[src/rtl/hc05_cmd_pkg.sv]
// Shared definitions for the HC-05 command byte streamer: FSM states,
// command indices, the command string table and its length table.
package hc05_cmd_pkg;

    localparam int MAX_LEN     = 64;
    localparam int NUM_CMDS    = 5;
    localparam int ROM_BYTES   = 26;            // longest command, in bytes
    localparam int ROM_BITS    = ROM_BYTES * 8;
    localparam int ROM_IDX_W   = $clog2(ROM_BYTES);
    localparam int LONGEST_LEN = ROM_BYTES;

    localparam logic [2:0] CMD_EMPTY = 3'd0;
    localparam logic [2:0] CMD_NAME  = 3'd1;
    localparam logic [2:0] CMD_ROLE  = 3'd2;
    localparam logic [2:0] CMD_UART  = 3'd3;
    localparam logic [2:0] CMD_TEXT  = 3'd4;

    typedef enum logic [2:0] {
        ST_IDLE      = 3'd0,
        ST_LOAD      = 3'd1,
        ST_ISSUE     = 3'd2,
        ST_WAIT_DONE = 3'd3,
        ST_NEXT      = 3'd4,
        ST_FINISH    = 3'd5
    } state_e;

    // Byte count of each command, CR/LF terminator included.
    function automatic logic [7:0] cmd_len(input logic [2:0] sel);
        case (sel)
            CMD_EMPTY: return 8'd2;
            CMD_NAME:  return 8'd24;
            CMD_ROLE:  return 8'd11;
            CMD_UART:  return 8'd20;
            CMD_TEXT:  return 8'd26;
            default:   return 8'd0;
        endcase
    endfunction

    // Command text, right-justified: the first character sits in the
    // highest occupied byte, the LF terminator in byte 0.
    function automatic logic [ROM_BITS-1:0] cmd_string(input logic [2:0] sel);
        case (sel)
            CMD_EMPTY: return {{24{8'h00}}, 8'h0D, 8'h0A};
            CMD_NAME:  return {{2{8'h00}}, "AT+NAME=HC05_BYTE_LINK", 8'h0D, 8'h0A};
            CMD_ROLE:  return {{15{8'h00}}, "AT+ROLE=0", 8'h0D, 8'h0A};
            CMD_UART:  return {{6{8'h00}}, "AT+UART=115200,0,0", 8'h0D, 8'h0A};
            CMD_TEXT:  return {"HELLO FROM CMD STREAMER!", 8'h0D, 8'h0A};
            default:   return '0;
        endcase
    endfunction

endpackage

[src/rtl/cmd_rom.sv]
// Combinational command ROM: returns character idx of command sel,
// first character at idx 0. Out-of-range indices read as 0.
module cmd_rom
    import hc05_cmd_pkg::*;
#(
    parameter int IDX_W = 6
) (
    input  logic [2:0]       sel,
    input  logic [IDX_W-1:0] idx,
    output logic [7:0]       data
);

    logic [ROM_BITS-1:0]  str;
    logic [7:0]           bytes [ROM_BYTES];
    logic [15:0]          len16;
    logic [15:0]          idx16;
    logic [ROM_IDX_W-1:0] pos;
    logic                 in_range;

    assign str = cmd_string(sel);

    for (genvar b = 0; b < ROM_BYTES; b++) begin : g_byte
        assign bytes[b] = str[b*8 +: 8];
    end

    // Character idx lives at byte (len-1-idx) of the right-justified string.
    always_comb begin
        len16    = 16'(cmd_len(sel));
        idx16    = 16'(idx);
        in_range = (idx16 < len16);
        pos      = ROM_IDX_W'(len16 - 16'd1 - idx16);
        data     = in_range ? bytes[pos] : 8'h00;
    end

endmodule

[src/rtl/cmd_byte_streamer.sv]
// Streams a fixed AT command string, one byte per UART handshake:
// tx_dv out, wait for tx_done back, with per-byte timeout and abort.
module cmd_byte_streamer #(
    parameter int MAX_LEN      = hc05_cmd_pkg::MAX_LEN,
    parameter int TIMEOUT_CLKS = 2000
) (
    input  logic       clk,
    input  logic       rstn,
    input  logic       start,
    input  logic [2:0] cmd_sel,
    input  logic       abort,
    input  logic       tx_active,
    input  logic       tx_done,
    output logic       tx_dv,
    output logic [7:0] tx_byte,
    output logic       busy,
    output logic       done,
    output logic       err
);
    import hc05_cmd_pkg::*;

    localparam int IDX_W = (MAX_LEN > 1) ? $clog2(MAX_LEN) : 1;
    localparam int LEN_W = IDX_W + 1;
    localparam int TO_W  = $clog2(TIMEOUT_CLKS + 1);

    if (LONGEST_LEN > MAX_LEN) begin : g_len_check
        $error("cmd_byte_streamer: command table longer than MAX_LEN");
    end

    state_e           state_q, state_d;
    logic [2:0]       sel_q, sel_d;
    logic [IDX_W-1:0] idx_q, idx_d;
    logic [LEN_W-1:0] len_q, len_d;
    logic [TO_W-1:0]  to_q, to_d;
    logic             abort_q, abort_d;
    logic             err_q, err_d;
    logic [7:0]       tx_byte_q, tx_byte_d;
    logic [7:0]       rom_byte;
    logic             tx_dv_c;
    logic             is_last;

    cmd_rom #(.IDX_W(IDX_W)) u_rom (
        .sel  (sel_q),
        .idx  (idx_q),
        .data (rom_byte)
    );

    assign is_last = ({1'b0, idx_q} == (len_q - LEN_W'(1)));

    // Next-state logic: byte sequencing, timeout, abort and error tracking.
    always_comb begin
        state_d   = state_q;
        sel_d     = sel_q;
        idx_d     = idx_q;
        len_d     = len_q;
        to_d      = to_q;
        abort_d   = abort_q;
        err_d     = err_q;
        tx_byte_d = tx_byte_q;
        tx_dv_c   = 1'b0;

        if (state_q != ST_IDLE && abort)
            abort_d = 1'b1;

        case (state_q)
            ST_IDLE: begin
                abort_d = 1'b0;
                to_d    = '0;
                if (start) begin
                    if (cmd_sel <= CMD_TEXT) begin
                        sel_d   = cmd_sel;
                        err_d   = 1'b0;
                        state_d = ST_LOAD;
                    end else begin
                        err_d = 1'b1;
                    end
                end
            end
            ST_LOAD: begin
                idx_d   = '0;
                len_d   = LEN_W'(cmd_len(sel_q));
                state_d = ST_ISSUE;
            end
            ST_ISSUE: begin
                if (!tx_active) begin
                    tx_dv_c   = 1'b1;
                    tx_byte_d = rom_byte;
                    to_d      = '0;
                    state_d   = ST_WAIT_DONE;
                end
            end
            ST_WAIT_DONE: begin
                if (tx_done) begin
                    state_d = ST_NEXT;
                end else if (to_q == TO_W'(TIMEOUT_CLKS - 1)) begin
                    err_d   = 1'b1;
                    state_d = ST_IDLE;
                end else begin
                    to_d = to_q + TO_W'(1);
                end
            end
            ST_NEXT: begin
                // The in-flight byte has completed, so a pending abort
                // can take effect here without truncating anything.
                if (abort_q || abort) begin
                    state_d = ST_IDLE;
                end else if (is_last) begin
                    state_d = ST_FINISH;
                end else begin
                    idx_d   = idx_q + IDX_W'(1);
                    state_d = ST_ISSUE;
                end
            end
            ST_FINISH: begin
                state_d = ST_IDLE;
            end
            default: begin
                state_d = ST_IDLE;
            end
        endcase
    end

    // State registers with asynchronous active-low clear.
    always_ff @(posedge clk or negedge rstn) begin
        if (!rstn) begin
            state_q   <= ST_IDLE;
            sel_q     <= '0;
            idx_q     <= '0;
            len_q     <= '0;
            to_q      <= '0;
            abort_q   <= 1'b0;
            err_q     <= 1'b0;
            tx_byte_q <= 8'h00;
        end else begin
            state_q   <= state_d;
            sel_q     <= sel_d;
            idx_q     <= idx_d;
            len_q     <= len_d;
            to_q      <= to_d;
            abort_q   <= abort_d;
            err_q     <= err_d;
            tx_byte_q <= tx_byte_d;
        end
    end

    // tx_dv is decoded from state so it meets the two-clock start latency;
    // tx_byte shows the ROM during the strobe and the held copy afterwards.
    assign tx_dv   = tx_dv_c;
    assign tx_byte = tx_dv_c ? rom_byte : tx_byte_q;
    assign busy    = (state_q != ST_IDLE);
    assign done    = (state_q == ST_FINISH);
    assign err     = err_q;

endmodule

[config.mk]
export PLATFORM = sky130hd
export DESIGN_NAME = cmd_byte_streamer
export DESIGN_NICKNAME = d
export VERILOG_FILES = /design/src/rtl/hc05_cmd_pkg.sv /design/src/rtl/cmd_rom.sv /design/src/rtl/cmd_byte_streamer.sv
export SDC_FILE = /design/constraint.sdc
export NUM_CORES = 1
export LEC_CHECK = 0
export CAP_MARGIN = 20
export CORE_ASPECT_RATIO = 1.25
export CORE_MARGIN = 3
export CORE_UTILIZATION = 35
export CTS_CLUSTER_SIZE = 24
export DETAILED_ROUTE_END_ITERATION = 12
export PLACE_DENSITY = 0.58
export SLEW_MARGIN = 0
export SYNTH_ARGS = -nofsm -noshare
export SYNTH_HDL_FRONTEND = slang
export SYNTH_HIERARCHICAL = 1
export SYNTH_SLANG_ARGS = --single-unit
[constraint.sdc]
create_clock -name clk -period 3.2 [get_ports clk]
set_input_delay 0.32 -clock clk [delete_from_list [all_inputs] [get_ports clk]]
set_output_delay 0.32 -clock clk [all_outputs]
set_load 0.02 [all_outputs]
==> flow_results.org, run 1 <==
** Outcome
- The flow ran to the end, but the final reports show violations.
- Violations in the final reports :: negative setup slack

** Routing
- First-pass iteration count of the detailed router :: 5
- Per-cell routed wire length :: approximately 17 µm
- The count of nets left with antenna violations once routing finished came out at 0.
- Wires add up to approximately 11 mm.
- The detailed router finished its first iteration with between 150 and 200 violations.
- Number of design rule violations left after detail routing :: 0
- In the routed layout, each cell is associated on average with a via count of between 5 and 6.
- Total number of vias :: ~3,800

** Synthesis
- Post-synthesis register bit count :: 38
- By count the netlist is led by sky130_fd_sc_hd__dfrtp_1 (38), sky130_fd_sc_hd__nor2_1 (38), sky130_fd_sc_hd__nand2_1 (37), sky130_fd_sc_hd__a21oi_1 (29), sky130_fd_sc_hd__o21ai_0 (27).
- After synthesis, the cell types taking the most area are sky130_fd_sc_hd__dfrtp_1 (27%), sky130_fd_sc_hd__xnor2_1 (4.6%), sky130_fd_sc_hd__a21oi_1 (4.2%).
- Cell area after synthesis :: approximately 3500 µm²
- Sequential share of the synthesized area :: between 20% and 30%
- Cell accounting for the most synthesized area :: sky130_fd_sc_hd__dfrtp_1
- Yosys printed 6 warnings.
- Synthesized net count :: 449
- In the synthesized netlist the async set-or-reset flop fraction comes to 100.0%.
- The top cell type by area accounts for between 20% and 30% of the synthesized area.
- Most used flip-flop cell after synthesis :: sky130_fd_sc_hd__dfrtp_1
- In this run, synthesis inferred 0 flip-flops with an integrated enable.
- Cell variety after synth :: 77
- Gate Count Post-Synth :: about 430
- Avg Cell Area, Syn :: slightly above 8 µm²

** STA
- Setup violations remaining at the end of the flow were counted as 7.
- Counting I/O delays and the setup requirement, the final critical path takes around 3600 ps.
- The final max-slew violation count was 0.
- Hold Fails Final Rpt :: 0
- At the pin with the least slew margin, the transition time is 888.5 ps.
- Setup repair after global routing could not meet its margin everywhere.
- For this run, the top clock speed supported by timing is between 0.2 and 0.3 GHz.
- Worst Skew :: 6.473 ps
- Headroom to the max-slew limit came out at just over 40%.
- Across all setup checks in the final design, the least slack found is -354.4 ps.
- Dividing the final minimum period by the clock period gives 111.1%.

** Global routing
- The initial antenna violation count is 0.
- Entering global routing, the biggest net connects 39 pins.
- GRT Util Overall :: 20.19%
- First-pass GRT wire length :: 17.83 mm
- The total overflow left after global routing is 0.
- Vias in the first global route :: about 3,700

** CTS
- CTS buffer count :: 5
- Hold buffer count at CTS :: 0
- The clock tree synthesis step divided the H-tree into 2 levels.
- After clock tree synthesis, the clock-pin slew on the worst setup and hold paths is roughly 60 ps.
- TritonCTS built the clock tree.
- Clock root buffer master :: sky130_fd_sc_hd__clkbuf_16
- The clock net in this run drives a total of 38 sinks.
- Maximum clock path buffer count :: 2
- Worst-skew pair later-pin latency :: about 280 ps

** Worst setup path
- Worst reg-to-reg setup slack :: approximately 170 ps
- The critical path is of the reg2out type.
- Most common cell type on the critical path :: sky130_fd_sc_hd__buf_6
- The worst register-to-register path has a depth of 15.
- In this run the critical register-to-register path is launched from sel_q[1]$_DFFE_PN0P_.
- Maximum fanout count along the critical path :: 4
- For the worst setup path, the data arrival time is about 3200 ps.
- Delay of the slowest cell on the worst path :: around 430 ps
- Slowest cell on the critical path :: sky130_fd_sc_hd__dfrtp_1
- The worst setup path is captured at an output pin.
- Worst r2r dst :: tx_byte_q[6]$_DFFE_PN0P_
- Crit-path cells :: nand2b_1 > nor2_2 > ha_2 > fa_2 > buf_6 > xor2_4 > buf_6 > buf_6 > nor4_2 > a21oi_1 > o221a_2 > o21ai_1 > and3_1 > mux2_4 > buf_6
- Worst Setup Start Kind :: flip-flop
- Count of buffering cells on the critical path with inverters included :: 4
- Family with the most delay on the worst path :: adder cells
- WP data required :: between 2000 and 3000 ps
- Crit path from :: sel_q[1]$_DFFE_PN0P_

** Floorplan
- Ports placed on the boundary :: 21
- The floorplan has 39 rows.
- Core box area :: between 9000 and 10,000 µm²
- Once the floorplan was initialized, standard cells occupied between 30% and 40% of the core.
- The die covers ~11,000 µm².
- The floorplan step set the die width to approximately 95 µm.
- From bottom edge to top edge, the die measures approximately 120 µm.

** Placed design
- Routability-driven placement finished with a final weighted congestion of between 0.9 and 1.
- Summed over all nets, the half-perimeter wirelength after detailed placement is just over 8 mm.
- During placement, the flow inserted port buffers numbering 20.

** Flow run
- Max cap viols :: 0

** Worst hold path
- Class of the worst hold path :: in2async

** Finish
- In the final design database the tool counted 545 nets.
- Antenna diode count :: 0
- Share of post-route cells with drive strength above 1 :: 34.79%
- Compared with the post-synthesis result, the final layout area differs by 42.04%.
- Once layout is complete, the utilization of the core stands at between 50% and 60%.
-- worst max path at each step --
stage | endpoint | cells after the start
floorplan | tx_byte[2] | 12
global placement | tx_byte[0] | 13
detailed placement | tx_byte[2] | 14
CTS | tx_byte[3] | 13
global route | tx_byte[6] | 15
finish | tx_byte[6] | 15
-- cell type report --
class	count	area, µm²
Clock buffer	6	138.9
Sequential cell	38	950.9
Multi-Input combinational cell	342	2555
Tap cell	123	153.9
Fill cell	883	4448
Timing Repair Buffer	119	1039
Clock inverter	2	12.51
Inverter	19	71.32
-- layout by cell type, fill, tap and decap left out, types with 4 or more instances in the layout --
cell type                         instances
sky130_fd_sc_hd__nand3_1                 15
sky130_fd_sc_hd__o31ai_1                  5
sky130_fd_sc_hd__a211oi_1                 4
sky130_fd_sc_hd__nor4_1                   6
sky130_fd_sc_hd__ha_1                     7
sky130_fd_sc_hd__nor2_2                   4
sky130_fd_sc_hd__buf_6                   18
sky130_fd_sc_hd__xnor2_1                 17
sky130_fd_sc_hd__a21o_1                   4
sky130_fd_sc_hd__buf_4                   85
sky130_fd_sc_hd__o211ai_1                 9
sky130_fd_sc_hd__mux2_4                   7
sky130_fd_sc_hd__nor3_2                   4
sky130_fd_sc_hd__a21oi_1                 26
sky130_fd_sc_hd__clkbuf_16                5
sky130_fd_sc_hd__clkdlybuf4s50_1         12
sky130_fd_sc_hd__nor3_1                  13
sky130_fd_sc_hd__o21ai_0                 18
sky130_fd_sc_hd__inv_1                   17
sky130_fd_sc_hd__dfrtp_1                 38
sky130_fd_sc_hd__nand2_1                 35
sky130_fd_sc_hd__xor2_1                   4
sky130_fd_sc_hd__nand2b_1                 6
sky130_fd_sc_hd__o21a_1                   5
sky130_fd_sc_hd__nor2_1                  31
sky130_fd_sc_hd__o21ai_1                  7
sky130_fd_sc_hd__nand4_1                  4
sky130_fd_sc_hd__a31oi_1                 11
sky130_fd_sc_hd__mux2_2                   4
-- sequential cells by signal, indices dropped and copies added, names as in the netlist --
signal	count
to_q	11
idx_q	6
err	1
state_q	3
tx_byte_q	8
len_q	5
sel_q	3
abort_q	1
-- kinds of logic after synthesis --
kind of cell | count (synthesis) | synth area share [%]
and+or+nand+nor | 156 | 23.84
AOI/OAI and AO/OA | 137 | 27.05
buffers and inverters | 49 | 6.211
DFF | 38 | 27.45
xor gates and xnor gates | 25 | 7.295
muxes | 12 | 3.864
adders and majority gates | 11 | 4.189
other | 1 | 0.1082
-- per-stage QoR --
stage	setup TNS, ps	instances	setup WS, ps	hold slack [ps]	instance area [µm²]
2_1_floorplan	-19.43	429	-19.43	24.41	3490
3_3_place_gp	-3553	617	-568.0	478.9	4272
3_5_place_dp	-3560	617	-588.8	480.1	4272
4_1_cts	-2698	646	-437.4	187.4	4725
5_1_grt	-3243	649	-494.6	222.0	4921
6_report	-2315	649	-354.4	148.8	4921
-- repair_timing --
item,CTS,global route
setup endpoints to repair,7,9
pin swaps,21,20
setup buffers,20,3
gates resized for setup,74,42
cloned,1,0
-- routing by layer --
metal | vias up | part of all wire, % | global-route usage [%]
met3 | 50 | 4.7 | 3.005
li1 | 1784 | - | -
met4 | 0 | 5.2 | 10.39
met2 | 121 | 52 | 37.11
met1 | 1831 | 38 | 22.35
met5 | - | 0 | 0
Power of run 1 is left out: the tool's default activity adds up to more than one toggle a clock period on the data nets, which glitch-free logic cannot reach.
==> run 2: changes to the inputs <==
==> constraint.sdc (replaced) <==
create_clock -name clk -period 3.2 [get_ports clk]
set_input_delay 0.32 -clock clk [delete_from_list [all_inputs] [get_ports clk]]
set_output_delay 0.32 -clock clk [all_outputs]
set_load 0.1 [all_outputs]
==> flow_results.org, run 2 (same netlist as run 1, synthesis figures left out) <==
** Placed design
- Port-buffer cells :: 20 (unchanged)
- The HPWL after detailed placement was 7.765 mm (-4.0%).
- Cell Area, Placed :: 4310 µm² (+0.91%)
- Routability Congestion :: 0.9526 (+0.55%)

** CTS
- CTS Sinks :: 38 (unchanged)
- The later-pin clock latency in the skew report came to 280 ps (about the same).
- The maximum level of the CTS H-tree came to 2 (unchanged).
- TritonCTS built the clock tree.
- Maximum clock path buffer count :: 2 (unchanged)
- The cell sitting at the root of the clock tree is a sky130_fd_sc_hd__clkbuf_16.
- Clock-pin slew of the registers on the worst-case setup and hold paths :: 60 ps (about the same)
- The clock buffer count from CTS is 5 (unchanged).

** Routing
- The post-detailed-routing wire length was 10.36 mm (-5.8%).
- DRT antenna net count :: 0 (unchanged)
- Number of vias per cell :: 5.748 (-1.5%)
- The number of DRC violations after detailed routing is 0 (unchanged).
- The final routed wire length divided by cell count was 16.42 µm (-3.1%).
- First-pass iteration count of the detailed router :: 4 (-1)
- Number of DRC markers after the initial detailed-route iteration :: 162 (-12%)
- Total number of vias :: 3,627 (-4.2%)

** Worst setup path
- The register-to-register path setup slack came to 230 ps (+60 ps).
- Maximum fanout count along the critical path :: 9 (+5)
- WP data required :: 2880 ps (about the same)
- Nature of the critical path endpoint :: output pin
- The worst setup path is launched from a flip-flop.
- The worst setup path is of the reg2out kind.
- The endpoint identified for the worst register-to-register timing path is tx_byte_q[4]$_DFFE_PN0P_.
- R2R cell count :: 14 (-1)
- The startpoint identified for the worst register-to-register timing path is sel_q[1]$_DFFE_PN0P_.
- Worst path arrival time :: 3240 ps (about the same)

** STA
- Final number of setup-violating endpoints :: 7 (unchanged)
- Hold Fails Final Rpt :: 0 (unchanged)
- The peak clock frequency supported by timing is 0.2808 GHz (-0.18%).
- The maximum clock skew at final layout is 4.234 ps (-2.239 ps).
- Slew Limit Headroom :: 35.31% (-4.9 points)
- Minimum period implied by the final worst setup slack :: 3561 ps (+6.547 ps)
- Slew at the pin closest to its max-slew limit :: 967.3 ps (+78.77 ps)
- Number of pins exceeding their max-slew limit in the final report :: 0 (unchanged)
- The final critical-path share of the clock period is 111.3% (+0.20 points).
- Worst Slack Setup Final :: -360.9 ps (-6.547 ps)
- Setup repair after global routing missed its margin :: yes

** Global routing
- The initial antenna violation count was 0 (unchanged).
- The first-pass GRT wire length came to 17.14 mm (-3.9%).
- GR Overflow Total :: 0 (unchanged)
- The via count of the first global-routing pass is 3,497 (-5.7%).
- The overall global routing resource usage came to 19.29% (-0.90 points).
- Largest net degree at the start of global routing :: 39 (unchanged)

** Floorplan
- Full die area :: 11,140 µm² (unchanged)
- The top-level port count was 21 (unchanged).
- Floorplan row count :: 39 (unchanged)
- Floorplan die width :: 94.99 µm (unchanged)
- Core box area :: 9369 µm² (unchanged)
- Initial Util :: 36.98% (unchanged)
- The floorplan die height was 117.2 µm (unchanged).

** Finish
- Filler cell count :: 875 (-0.91%)
- Registers with the most flip-flops :: to_q x11, tx_byte_q x8, idx_q x6
- The area used by multi-input combinational logic came to 2585 µm² (+1.2%).
- The antenna diode instance count was 0 (unchanged).
- Leaving out fill and tap cells, the most frequent cell in the layout is sky130_fd_sc_hd__buf_4.
- The area occupied by registers was 954.7 µm² (+0.39%).
- Commonest cells after routing, fill and taps aside :: sky130_fd_sc_hd__buf_4 (75), sky130_fd_sc_hd__nand2_1 (35), sky130_fd_sc_hd__dfrtp_1 (35)
- The summed area of non-filler cells in the final layout came to 4835 µm² (-1.8%).
- The number of flip-flops in the largest register is 11 (unchanged).
- Share of post-route cells with drive strength above 1 :: 34.45% (-0.34 points)
- Reg with most FFs :: to_q
- Final Net Count :: 527 (-3.3%)
- Layout overhead on the synthesized area :: 39.55%

** Flow run
- Max cap viols :: 0 (unchanged)

** Worst hold path
- Class of the worst hold path :: in2async

** Outcome
- Status :: complete, but fails checks
- The final reports fail on negative setup slack.
[run 2: cell types whose count changed in the layout (fill, tap and decap cells not counted), moves of 3 or more]
cell / before / now
sky130_fd_sc_hd__a21oi_2: 2 / 5
sky130_fd_sc_hd__buf_12: 2 / 9
sky130_fd_sc_hd__buf_4: 85 / 75
sky130_fd_sc_hd__buf_6: 18 / 7
sky130_fd_sc_hd__clkdlybuf4s50_1: 12 / 8
sky130_fd_sc_hd__dfrtp_1: 38 / 35
sky130_fd_sc_hd__dfrtp_2: 0 / 3
sky130_fd_sc_hd__nor2_2: 4 / 1
[run 2: how the worst max path moves through the flow]
stage	depth (start not counted)	end	startpoint
after floorplan	12	tx_byte[2]	sel_q[1]$_DFFE_PN0P_
after global placement	13	tx_byte[0]	sel_q[1]$_DFFE_PN0P_
after detailed placement	13	tx_byte[0]	sel_q[1]$_DFFE_PN0P_
after CTS	13	tx_byte[2]	sel_q[1]$_DFFE_PN0P_
after global routing	12	tx_byte[6]	sel_q[2]$_DFFE_PN0P_
final	14	tx_byte[3]	sel_q[1]$_DFFE_PN0P_
[run 2: stage by stage]
| stage | hold slack, ps | setup slack [ps] | setup TNS [ps] | utilization (%) | instances |
|---|---|---|---|---|---|
| floorplan | 24.41 | -158.2 | -604.3 | - | 429 |
| global placement | 479.3 | -198.0 | -524.0 | 46.01 | 607 |
| detailed placement | 472.2 | -221.0 | -817.9 | 46.01 | 607 |
| CTS | 169.6 | -343.3 | -1980 | 49.52 | 621 |
| global route | 193.6 | -493.0 | -3062 | 51.60 | 631 |
| finish | 129.6 | -360.9 | -2074 | 51.60 | 631 |
[run 2: critical path: stages (launching register included)]
cell                       delay (ps)
sky130_fd_sc_hd__dfrtp_2          440
sky130_fd_sc_hd__nand2b_4         100
sky130_fd_sc_hd__nor2_4            40
sky130_fd_sc_hd__ha_4             160
sky130_fd_sc_hd__fa_2             410
sky130_fd_sc_hd__xnor2_2          180
sky130_fd_sc_hd__buf_12           150
sky130_fd_sc_hd__buf_4            160
sky130_fd_sc_hd__o21ai_0          240
sky130_fd_sc_hd__a22oi_1          150
sky130_fd_sc_hd__o311ai_2         130
sky130_fd_sc_hd__a21boi_2         100
sky130_fd_sc_hd__a32o_1           220
sky130_fd_sc_hd__mux2_4           290
sky130_fd_sc_hd__buf_12           170
[run 2: per-layer routing]
layer	share of wire (%)	global-route usage [%]
met5	0	0
met4	3.9	9.528
met3	4.7	2.046
met2	50	34.10
met1	41	23.18
[run 2: final cells by class]
class                   count  share of cell area, %
clock buffers               7                  2.950
clock inverters             1                 0.1035
inverters                  19                  1.475
multi-input cells         342                  53.47
flip-flops and latches     38                  19.75
well taps                 123                  3.183
repair buffers            101                  19.07
[run 2: repair_timing]
item,4_1_cts,5_1_grt
buffers inserted,6,10
gates resized for setup,39,29
hold buffers,0,0
hold endpoints to repair,0,0
setup endpoints to repair,7,7
pin swaps,6,9
Power of run 2 is left out for the same reason.
==> run 3: changes to the inputs <==
PLACE_DENSITY = 0.63   (was 0.58)
==> flow_results.org, run 3 (same netlist as run 1, synthesis figures left out) <==
** CTS
- CTS tree :: built
- Clock-pin slew of the registers on the worst-case setup and hold paths :: 50 ps (about the same)
- The number of buffers inserted by hold repair at cts came to 0 (unchanged).
- # H-tree levels :: 2 (unchanged)
- The clock buffer count from CTS was 5 (unchanged).
- The clock net sink count was 38 (unchanged).
- The later-pin clock latency in the skew report was 280 ps (about the same).
- The maximum buffer depth of the clock tree is 2 (unchanged).
- Clock root buffer master :: sky130_fd_sc_hd__clkbuf_16

** Global routing
- The met2 demand-to-capacity share in global routing is 34.29% (+0.19 points).
- The first-pass GRT wire length is 17.11 mm (-0.20%).
- Largest net degree at the start of global routing :: 39 (unchanged)
- Antenna violations before repair :: 0 (unchanged)
- GRT Util Overall :: 19.40% (+0.10 points)
- The via count of the first global-routing pass was 3,585 (+2.5%).
- The overall overflow remaining after global route came to 0 (unchanged).
- Met3 usage :: 3.133% (+1.1 points)
- The global routing stage identified its most utilized layer as met2.
- The met1 layer usage reported by global route came to 22.43% (-0.76 points).

** Placed design
- Cell Area, Placed :: 4320 µm² (+0.23%)
- Routability Congestion :: 1.007 (+5.7%)
- Port-buffer cells :: 20 (unchanged)
- Half-perimeter wire length of the detailed placement result :: 7.717 mm (-0.62%)

** Finish
- Antenna diode count :: 0 (unchanged)
- Post-route cell area :: 4907 µm² (+1.5%)
- Leading cell type in the layout, fill and taps excluded :: sky130_fd_sc_hd__buf_4
- The area growth from synthesis to layout is 41.64%.
- The utilization of the core after routing came to 52.38% (+0.77 points).
- Share of post-route cells with drive strength above 1 :: 35.10% (+0.65 points)
- In the layout the commonest cells are sky130_fd_sc_hd__buf_4 (77), sky130_fd_sc_hd__dfrtp_1 (36), sky130_fd_sc_hd__nand2_1 (33).
- Final Net Count :: 530 (+0.57%)
- Registers with the most flip-flops :: to_q x11, tx_byte_q x8, idx_q x6
- Reg with most FFs :: to_q
- Number of flip-flops in the largest register :: 11 (unchanged)

** Worst hold path
- Class of the worst hold path :: in2async

** Worst setup path
- WP data required :: 2880 ps (about the same)
- Worst Setup Start Kind :: flip-flop
- R2R cell count :: 14 (unchanged)
- The register-to-register path setup slack was 160 ps (-70 ps).
- Crit Reg-Reg Startpoint :: sel_q[1]$_DFFE_PN0P_
- The worst register-to-register path ends at tx_byte_q[1]$_DFFE_PN0P_.
- Category of the most critical setup path :: reg2out
- STA classifies the critical path endpoint as an output pin.
- The data arrival at the endpoint of the critical path is 3280 ps (+40 ps).
- Maximum fanout count along the critical path :: 7 (-2)

** STA
- Worst Slack Setup Final :: -404.5 ps (-43.51 ps)
- Highest clock frequency the design can meet :: 0.2774 GHz (-1.2%)
- The final critical delay including setup and external delays came to 3604 ps (+43.51 ps).
- The final number of setup-violating endpoints came to 7 (unchanged).
- Setup repair after global routing could not meet its margin everywhere.
- The final hold violation count is 0 (unchanged).
- Number of pins exceeding their max-slew limit in the final report :: 0 (unchanged)
- Final period util :: 112.6% (+1.4 points)
- The maximum clock skew at final layout is 2.772 ps (-1.462 ps).
- The total negative slack was -2603 ps (-529.6 ps).
- The worst-margin pin slew came to 969.9 ps (+2.559 ps).
- The worst slew margin relative to its limit came to 35.14% (-0.17 points).
- WHS :: 140.0 ps (+10.48 ps)

** Floorplan
- The horizontal extent of the die was 94.99 µm (unchanged).
- The floorplan die height came to 117.2 µm (unchanged).
- Ports placed on the boundary :: 21 (unchanged)
- The area of the die was 11,140 µm² (unchanged).
- Floorplan row count :: 39 (unchanged)
- The core region area is 9369 µm² (unchanged).
- Initial Util :: 36.98% (unchanged)

** Outcome
- The checks that failed: negative setup slack.
- The run finished, with violations left.

** Routing
- The total via count in the routed design is 3,674 (+1.3%).
- The final routed wire length divided by cell count was 16.64 µm (+1.3%).
- Number of vias per cell :: 5.804 (+0.98%)
- The number of DRC violations after detailed routing is 0 (unchanged).
- The post-detailed-routing wire length came to 10.53 mm (+1.7%).
- The DRC marker count from the first detailed-route iteration is 187 (+15%).
- The iteration count of the initial detailed-routing pass came to 5 (+1).
- DRT antenna net count :: 0 (unchanged)

** Flow run
- Max cap viols :: 0 (unchanged)
run 3: worst max-delay path by stage:
stage	cells past startpoint	slack [ps]	start	endpoint
finish	14	-400	sel_q[2]$_DFFE_PN0P_	tx_byte[0]
global route	14	-520	sel_q[1]$_DFFE_PN0P_	tx_byte[5]
CTS	14	-350	sel_q[1]$_DFFE_PN0P_	tx_byte[4]
detailed placement	13	-180	sel_q[1]$_DFFE_PN0P_	tx_byte[1]
global placement	13	-150	sel_q[2]$_DFFE_PN0P_	tx_byte[2]
floorplan	12	-160	sel_q[1]$_DFFE_PN0P_	tx_byte[2]
run 3: critical path: stages (launching register included):
cell and delay [ps]:
sky130_fd_sc_hd__dfrtp_2 420, sky130_fd_sc_hd__nand2b_4 160, sky130_fd_sc_hd__nor2_4 110, sky130_fd_sc_hd__ha_4 160
sky130_fd_sc_hd__fa_2 500, sky130_fd_sc_hd__buf_4 170, sky130_fd_sc_hd__buf_4 140, sky130_fd_sc_hd__nand2_1 60
sky130_fd_sc_hd__a31oi_1 80, sky130_fd_sc_hd__a221o_1 300, sky130_fd_sc_hd__a221oi_2 220, sky130_fd_sc_hd__buf_4 150
sky130_fd_sc_hd__o32ai_2 70, sky130_fd_sc_hd__mux2_4 300, sky130_fd_sc_hd__buf_12 170
run 3: repair_timing:
item / 4_1_cts / 5_1_grt
gates cloned: 0 / 0
setup buffers: 8 / 8
endpoints found under the hold margin: 0 / 0
endpoints found under the setup margin: 7 / 7
pin swaps: 16 / 24
resized for setup: 33 / 40
run 3: area by class of cell:
class,count,area (µm²)
Multi-Input combinational cell,342,2650
Tap cell,123,153.9
Sequential cell,38,953.4
Clock buffer,7,142.6
Fill cell,878,4462
Timing Repair Buffer,104,935.9
Inverter,19,71.32
run 3: stage by stage:
| step | cells | setup WS [ps] |
|---|---|---|
| finish | 633 | -404.5 |
| CTS | 625 | -353.7 |
| detailed placement | 610 | -180.0 |
| global placement | 610 | -150.1 |
| global route | 633 | -518.0 |
| floorplan | 429 | -158.2 |
run 3: per-layer routing:
layer / wire length (µm) / vias to the layer above
met5: 0 / -
met4: 356 / 0
met3: 583 / 33
met2: 5379 / 150
met1: 4213 / 1741
li1: - / 1750
Power of run 3 is left out for the same reason.
